[src/rtl/angle_range_reducer_pkg.sv]
// Shared constants and FSM state type for the angle range reducer and its fold stage.
package angle_range_reducer_pkg;

  localparam int INPUTOUTBIT = 16;
  localparam int DEG_90      = 90;
  localparam int DEG_180     = 180;
  localparam int DEG_360     = 360;
  localparam int DEG_MAX_ABS = 999;

  // Enough cycles to absorb the worst case of three +/-360 steps plus the exit check.
  localparam int WRAP_FIXED_CYCLES = 4;

  typedef enum logic [2:0] {
    IDLE,
    CHECK,
    WRAP,
    FOLD,
    DONE_ST
  } state_t;

endpackage

[src/rtl/angle_range_reducer_if.sv]
// Start/result handshake between the reducer and its client (e.g. deg_to_rad).
interface angle_range_reducer_if #(
  parameter int DATA_W = angle_range_reducer_pkg::INPUTOUTBIT
);
  logic                     start;
  logic signed [DATA_W-1:0] angle_deg;
  logic signed [DATA_W-1:0] reduced_deg;
  logic                     sin_neg;
  logic                     cos_neg;
  logic                     out_valid;
  logic                     error;
  logic                     busy;
  logic                     done;

  modport master (
    output start, angle_deg,
    input  reduced_deg, sin_neg, cos_neg, out_valid, error, busy, done
  );

  modport slave (
    input  start, angle_deg,
    output reduced_deg, sin_neg, cos_neg, out_valid, error, busy, done
  );
endinterface

[src/rtl/angle_range_reducer_quadrant_fold.sv]
// Combinational fold of an angle in [0, 359] degrees onto [-90, 90] with sin/cos sign flags.
module angle_range_reducer_quadrant_fold
  import angle_range_reducer_pkg::*;
#(
  parameter int W = INPUTOUTBIT + 1
) (
  input  logic signed [W-1:0] angle,
  output logic signed [W-1:0] reduced,
  output logic                sin_neg,
  output logic                cos_neg
);

  localparam logic signed [W-1:0] C90  = W'(DEG_90);
  localparam logic signed [W-1:0] C180 = W'(DEG_180);
  localparam logic signed [W-1:0] C270 = W'(DEG_180 + DEG_90);
  localparam logic signed [W-1:0] C360 = W'(DEG_360);

  always_comb begin
    reduced = angle;
    sin_neg = 1'b0;
    cos_neg = 1'b0;
    if (angle <= C90) begin
      reduced = angle;
    end else if (angle <= C180) begin
      reduced = C180 - angle;
      cos_neg = 1'b1;
    end else if (angle <= C270) begin
      reduced = angle - C180;
      sin_neg = 1'b1;
      cos_neg = 1'b1;
    end else begin
      reduced = angle - C360;
    end
  end

endmodule

[src/rtl/angle_range_reducer.sv]
// Reduces integer degrees in [-999, 999] to [-90, 90] plus sin/cos sign flags.
// Define ANGLE_REDUCE_FIXED_LAT_EN to pad WRAP to a fixed four cycles.
module angle_range_reducer
  import angle_range_reducer_pkg::*;
#(
  parameter int DATA_W      = INPUTOUTBIT,
  parameter int MAX_ABS_DEG = DEG_MAX_ABS
) (
  input logic                  clk,
  input logic                  rst,
  angle_range_reducer_if.slave bus
);

  localparam int ACC_W = DATA_W + 1;
  localparam logic signed [ACC_W-1:0] C360    = ACC_W'(DEG_360);
  localparam logic signed [ACC_W-1:0] MAX_POS = ACC_W'(MAX_ABS_DEG);
  localparam logic signed [ACC_W-1:0] MAX_NEG = -MAX_POS;

  state_t                  state;
  logic signed [ACC_W-1:0] acc;
  logic signed [ACC_W-1:0] fold_reduced;
  logic                    fold_sin_neg;
  logic                    fold_cos_neg;
  logic                    acc_high;
  logic                    acc_low;

`ifdef ANGLE_REDUCE_FIXED_LAT_EN
  logic [1:0] wrap_cnt;
`endif

  angle_range_reducer_quadrant_fold #(.W(ACC_W)) u_fold (
    .angle   (acc),
    .reduced (fold_reduced),
    .sin_neg (fold_sin_neg),
    .cos_neg (fold_cos_neg)
  );

  assign acc_high = (acc >= C360);
  assign acc_low  = (acc < 0);
  assign bus.busy = (state != IDLE);

  // Single FSM owning the accumulator and every registered output.
  always_ff @(posedge clk or posedge rst) begin
    if (rst) begin
      state           <= IDLE;
      acc             <= '0;
      bus.reduced_deg <= '0;
      bus.sin_neg     <= 1'b0;
      bus.cos_neg     <= 1'b0;
      bus.out_valid   <= 1'b0;
      bus.error       <= 1'b0;
      bus.done        <= 1'b0;
`ifdef ANGLE_REDUCE_FIXED_LAT_EN
      wrap_cnt        <= '0;
`endif
    end else begin
      bus.out_valid <= 1'b0;
      bus.done      <= 1'b0;
      case (state)
        IDLE: begin
          if (bus.start) begin
            acc       <= {bus.angle_deg[DATA_W-1], bus.angle_deg};
            bus.error <= 1'b0;
            state     <= CHECK;
`ifdef ANGLE_REDUCE_FIXED_LAT_EN
            wrap_cnt  <= '0;
`endif
          end
        end
        CHECK: begin
          if (acc > MAX_POS || acc < MAX_NEG) begin
            bus.error <= 1'b1;
            state     <= DONE_ST;
          end else begin
            state <= WRAP;
          end
        end
        WRAP: begin
`ifdef ANGLE_REDUCE_FIXED_LAT_EN
          // Steps stop once in range; the counter alone decides when to leave.
          if (acc_high) begin
            acc <= acc - C360;
          end else if (acc_low) begin
            acc <= acc + C360;
          end
          if (wrap_cnt == 2'(WRAP_FIXED_CYCLES - 1)) begin
            state <= FOLD;
          end else begin
            wrap_cnt <= wrap_cnt + 2'd1;
          end
`else
          if (acc_high) begin
            acc <= acc - C360;
          end else if (acc_low) begin
            acc <= acc + C360;
          end else begin
            state <= FOLD;
          end
`endif
        end
        FOLD: begin
          bus.reduced_deg <= fold_reduced[DATA_W-1:0];
          bus.sin_neg     <= fold_sin_neg;
          bus.cos_neg     <= fold_cos_neg;
          bus.out_valid   <= 1'b1;
          state           <= DONE_ST;
        end
        DONE_ST: begin
          bus.done <= 1'b1;
          state    <= IDLE;
        end
        default: state <= IDLE;
      endcase
    end
  end

endmodule

[src/flat_wrapper.sv]
// flat-port wrapper written by rule: the top's interface ports become plain ports
module angle_range_reducer_flat import angle_range_reducer_pkg::*;
#(
  parameter int DATA_W      = INPUTOUTBIT,
  parameter int MAX_ABS_DEG = DEG_MAX_ABS
)
  (clk, rst, bus_start, bus_angle_deg, bus_reduced_deg, bus_sin_neg, bus_cos_neg, bus_out_valid, bus_error, bus_busy, bus_done);
  angle_range_reducer_if #(.DATA_W(DATA_W)) bus_i ();
  input logic clk;
  input logic rst;
  input wire logic [$bits(bus_i.start)-1:0] bus_start;
  input wire logic [$bits(bus_i.angle_deg)-1:0] bus_angle_deg;
  output wire logic [$bits(bus_i.reduced_deg)-1:0] bus_reduced_deg;
  output wire logic [$bits(bus_i.sin_neg)-1:0] bus_sin_neg;
  output wire logic [$bits(bus_i.cos_neg)-1:0] bus_cos_neg;
  output wire logic [$bits(bus_i.out_valid)-1:0] bus_out_valid;
  output wire logic [$bits(bus_i.error)-1:0] bus_error;
  output wire logic [$bits(bus_i.busy)-1:0] bus_busy;
  output wire logic [$bits(bus_i.done)-1:0] bus_done;
  assign bus_i.start = bus_start;
  assign bus_i.angle_deg = bus_angle_deg;
  assign bus_reduced_deg = bus_i.reduced_deg;
  assign bus_sin_neg = bus_i.sin_neg;
  assign bus_cos_neg = bus_i.cos_neg;
  assign bus_out_valid = bus_i.out_valid;
  assign bus_error = bus_i.error;
  assign bus_busy = bus_i.busy;
  assign bus_done = bus_i.done;
  angle_range_reducer #(.DATA_W(DATA_W), .MAX_ABS_DEG(MAX_ABS_DEG)) u_core (.clk(clk), .rst(rst), .bus(bus_i));
endmodule
[config.mk]
export PLATFORM = sky130hd
export DESIGN_NAME = angle_range_reducer_flat
export DESIGN_NICKNAME = d
export VERILOG_FILES = /design/src/rtl/angle_range_reducer_pkg.sv /design/src/rtl/angle_range_reducer_if.sv /design/src/rtl/angle_range_reducer_quadrant_fold.sv /design/src/rtl/angle_range_reducer.sv /design/src/flat_wrapper.sv
export SDC_FILE = /design/constraint.sdc
export NUM_CORES = 1
export LEC_CHECK = 0
export CAP_MARGIN = 20
export CORE_UTILIZATION = 45
export DETAILED_ROUTE_END_ITERATION = 7
export PLACE_DENSITY = 0.68
export RECOVER_POWER = 25
export SYNTH_ARGS = -nofsm -noshare
export SYNTH_HDL_FRONTEND = slang
export SYNTH_SLANG_ARGS = --single-unit
[constraint.sdc]
create_clock -name clk -period 3.73 [get_ports clk]
set_clock_uncertainty 0.2 [all_clocks]
set_input_delay 0.373 -clock clk [delete_from_list [all_inputs] [get_ports clk]]
set_output_delay 0.373 -clock clk [all_outputs]
set_load 0.05 [all_outputs]
==> results.md <==
Timing:
- Setup slack closes at 0.397 ns.
- The worst slew slack as a fraction of its limit is -50.8%.
- The transition time of the tightest slew-check pin is 2.26 ns.
- Subtracting the final worst setup slack from the clock period gives about 3.3 ns.
- The share of the clock period used by the worst path after layout is 89.4%.
- The total count of max-transition violations in the final report is 42.
- The summed negative setup slack over all endpoints is 0 ns.
- Setup repair after global routing left no endpoint under its margin.
- Setup violations remaining at the end of the flow were counted as 0.
- The number of endpoints with negative hold slack in the final report is 0.
- Static timing analysis puts the maximum clock frequency at between 200 and 300 MHz.

Drt:
- Dividing the detail-routed via count by the number of cells gives approximately 6.2.
- The number of vias in the routed layout is roughly 3500.
- The first routing iteration left between 200 and 300 violations.
- The first-pass iteration count of the detailed router is 5.
- The DRC violation count after routing is 0.
- The remaining antenna violation count is 0.
- Wires add up to between 10000 and 15000 µm.
- The routed length per placed instance is 18.2 µm.

Synth:
- The number of warnings reported in the yosys synthesis log is 0.
- The number of standard cells after synthesis is between 400 and 500.
- The number of enable-type register cells in the synthesized netlist is 0.
- The number of distinct standard cells referenced by the synthesized netlist is 68.
- Of all flip-flops after synthesis, the portion carrying an async set or reset was 100%.
- The portion of netlist area occupied by mux cells is under 10%.
- The mean area per synthesized cell is roughly 7.9 µm².
- Summing the areas of all xor and xnor instances in the mapped netlist gives ~4.9% of the synthesized area.
- After synthesis, the largest family of logic cells by area is compound AO/OA/AOI/OAI gates.
- Among all flip-flop cells after synthesis, the most frequent one is sky130_fd_sc_hd__dfrtp_1.
- The post-synthesis adder-cell area fraction is 4.40%.
- The synthesized netlist net count is around 460.
- The synthesized netlist devotes 26.4% of its cell area to compound gates.
- The flip-flop and latch count after synthesis is between 40 and 50.
- The proportion of synthesized chip area in sequential cells is between 30% and 40%.
- After Yosys synthesis, and, or, nand and nor cells account for between 20 and 30% of the synthesized area.
- The area of the mapped netlist is roughly 0.0034 mm².

Floorplan:
- The area of the core is ~0.0073 mm².
- The overall die area is 0.00794 mm².
- The number of primary I/O pins is 41.
- The number of standard-cell rows in the floorplan is 31.
- The initial utilization of the core area, before any placement, comes to between 40% and 50%.
- The die is approximately 89 µm tall.
- The x dimension of the die is just under 90 µm.

Clock tree:
- The clock buffer count from CTS is 5.
- The library cell used as clock root buffer is sky130_fd_sc_hd__clkbuf_8.
- Hold repair after CTS inserted 0 buffers.
- The total number of clock tree sinks is 41.
- The number of setup buffers added after CTS is 0.
- Clock latency on the worst-skew pair, taken at its later pin, is about 0.3 ns.
- The CTS tree is built.
- Post-CTS repair changed the size of 0 cells.
- The number of H-tree branching levels is 2.
- The clock passes through at most 2 buffers.
- The register clock-pin slew on the reported worst setup and hold paths is approximately 0.090 ns.

Critical path:
- On the worst path, the slowest cell contributes a delay of about 0.65 ns.
- Of all nets on the critical path, the largest fanout is 14.
- The critical path goes through inv_1 -> ha_1 -> and3b_1 -> o21ai_1 -> a21oi_1 -> o32ai_1 -> and3_1 -> a2111oi_1.
- The startpoint identified for the worst register-to-register timing path is u_core.acc[4]$_DFFE_PP0P_.
- Data arrives at the worst endpoint at around 3.3 ns.
- The classification of the worst setup path is reg2reg.
- The buffer and inverter count on the worst path is 1.
- The highest-delay cell along the critical path is sky130_fd_sc_hd__dfrtp_1.
- The timing startpoint of the critical path is u_core.acc[4]$_DFFE_PP0P_.
- The kind of start point of the critical path is a register.
- STA puts the critical path data required time at 3.72 ns.
- The cell type group with the largest total delay on the critical path is compound AO/OA/AOI/OAI gates.
- The type of destination of the critical path is a register.

Power and ir drop:
- The power density of the placed cells is around 900 mW/mm².
- VDD sags by at most around 0.39 mV.
- In this run the static leakage power is ~1.5 nW.

Global route:
- The global routing usage summed across all routing layers is between 20% and 30%.
- The met2 global-route usage is roughly 45%.
- The met1 routing resource usage after global routing is a little under two fifths.
- Entering global routing, the biggest net connects 42 pins.
- The number of global-route vias before repair is approximately 3300.
- The initial antenna violation count is 0.
- Global routing consumed, on the met3 layer, 4.06% of the routing resources.
- The total congestion overflow after global routing is 0.
- The most utilized layer in the global route result is met2.
- The first global-routing pass estimated around 17000 µm of wire.

Finish:
- The multi-input combinational cells in the finished layout cover a total of 0.00217 mm².
- The net count of the finished layout is around 490.
- The growth of design area from synthesis to finish is 15.6%.
- The number of antenna diodes in the final layout is 0.
- The register area is slightly above 0.001 mm².
- The library cell used most frequently in the layout, excluding fill and tap cells, is sky130_fd_sc_hd__nand2_1.
- Cells with a size suffix above 1 make up 5.66% of the layout.
- In the layout the commonest cells are sky130_fd_sc_hd__nand2_1, sky130_fd_sc_hd__dfrtp_1, sky130_fd_sc_hd__clkdlybuf4s50_1.
- The fill cell instance count of the final layout is around 740.

Run status:
- The final reports fail on max-capacitance violations, max-slew violations.
- The flow ran to the end, but the final reports show violations.

Placed design:
- The placer congestion estimate is 0.948.
- The setup slack after placement is ~0.46 ns.
- The count of buffers added on input and output ports is 40.
- The HPWL after detailed placement is between 7000 and 8000 µm.

Worst hold path:
- The class of the worst hold path is reg2reg.
- The launch point of the worst hold path is u_core.bus.cos_neg$_DFFE_PP0P_.

Flow run:
- Across the run, the number of max-cap violations was 1.
## worst register-to-register path: stages (launching register included)
cell	delay, ns
sky130_fd_sc_hd__dfrtp_1	0.65
sky130_fd_sc_hd__inv_1	0.27
sky130_fd_sc_hd__ha_1	0.30
sky130_fd_sc_hd__and3b_1	0.26
sky130_fd_sc_hd__o21ai_1	0.20
sky130_fd_sc_hd__a21oi_1	0.60
sky130_fd_sc_hd__o32ai_1	0.19
sky130_fd_sc_hd__and3_1	0.21
sky130_fd_sc_hd__a2111oi_1	0.34
## worst paths after layout
path,slack [ns],endpoint,cells after the start
max,0.40,u_core.acc[7]$_DFFE_PP0P_,8
min,0.28,u_core.bus.cos_neg$_DFFE_PP0P_,2
min reg2reg,0.28,u_core.bus.cos_neg$_DFFE_PP0P_,2
max reg2reg,0.40,u_core.acc[7]$_DFFE_PP0P_,8
min in group asynchronous,1.15,u_core.bus.reduced_deg[2]$_DFFE_PP0P_,3
max in group asynchronous,0.87,u_core.acc[2]$_DFFE_PP0P_,3
## sequential cells by signal (all words and copies together) (netlist names)
register / count
u_core.bus.error: 1
u_core.bus.out_valid: 1
u_core.bus.reduced_deg: 16
u_core.bus.sin_neg: 1
u_core.state: 3
u_core.bus.cos_neg: 1
u_core.bus.done: 1
u_core.acc: 17
## power by group
group          leakage (nW)  internal, mW  switching (mW)
registers             0.527         0.617           0.295
logic                 0.961         0.842            1.52
clock network        0.0395         0.133           0.159
## stage by stage
step	hold WS, ns	power, mW	util [%]	std cells	cell area (µm²)
after floorplan	0.277	2.57	-	433	3410
after global placement	0.261	3.22	53.1	550	3870
after detailed placement	0.268	3.23	53.1	550	3870
after CTS	0.287	3.53	54.2	558	3950
after global routing	0.312	3.82	54.1	558	3950
final	0.278	3.57	54.1	558	3950
## cell families after synthesis
family,Yosys count
muxes,8
and+or+nand+nor,170
xor gates and xnor gates,19
AOI/OAI and AO/OA,136
DFF,41
adders and majority gates,12
buffers and inverters,47
## cells in the mapped netlist, drive strengths merged (4+ instances only)
master   instances  area (µm²)
xnor2           15         131
nor2            30         115
inv             15        56.3
o211ai          11        82.6
or3             11        68.8
mux2i            7        70.1
clkbuf          21        78.8
dfrtp           41        1030
nand2b           6        37.5
o31ai            6        45.0
a21oi           25         129
nand2           51         191
and2            11        68.8
o22ai            5        31.3
and3             4        25.0
buf             11        77.6
nand3           15        80.1
a31oi            8        50.1
a21o             6        45.0
xor2             4        35.0
nor3            14        86.3
ha              12         150
nand4           12        75.1
o21ai           41         213
o2111ai          4        35.0
## layer usage
| layer | routed length [µm] | part of all wire (%) |
|---|---|---|
| met1 | 4580 | 45 |
| met2 | 4770 | 47 |
| met3 | 573 | 5.6 |
| met4 | 257 | 2.5 |
| met5 | 0 | 0 |
## final cells by class
type,count,area share (%)
multi-input combinational,345,55.1
sequential,41,26.0
timing repair buffer,50,12.3
tap,99,3.14
clock buffer,8,2.03
inverter,15,1.43
(Power assumes the default switching activity.)
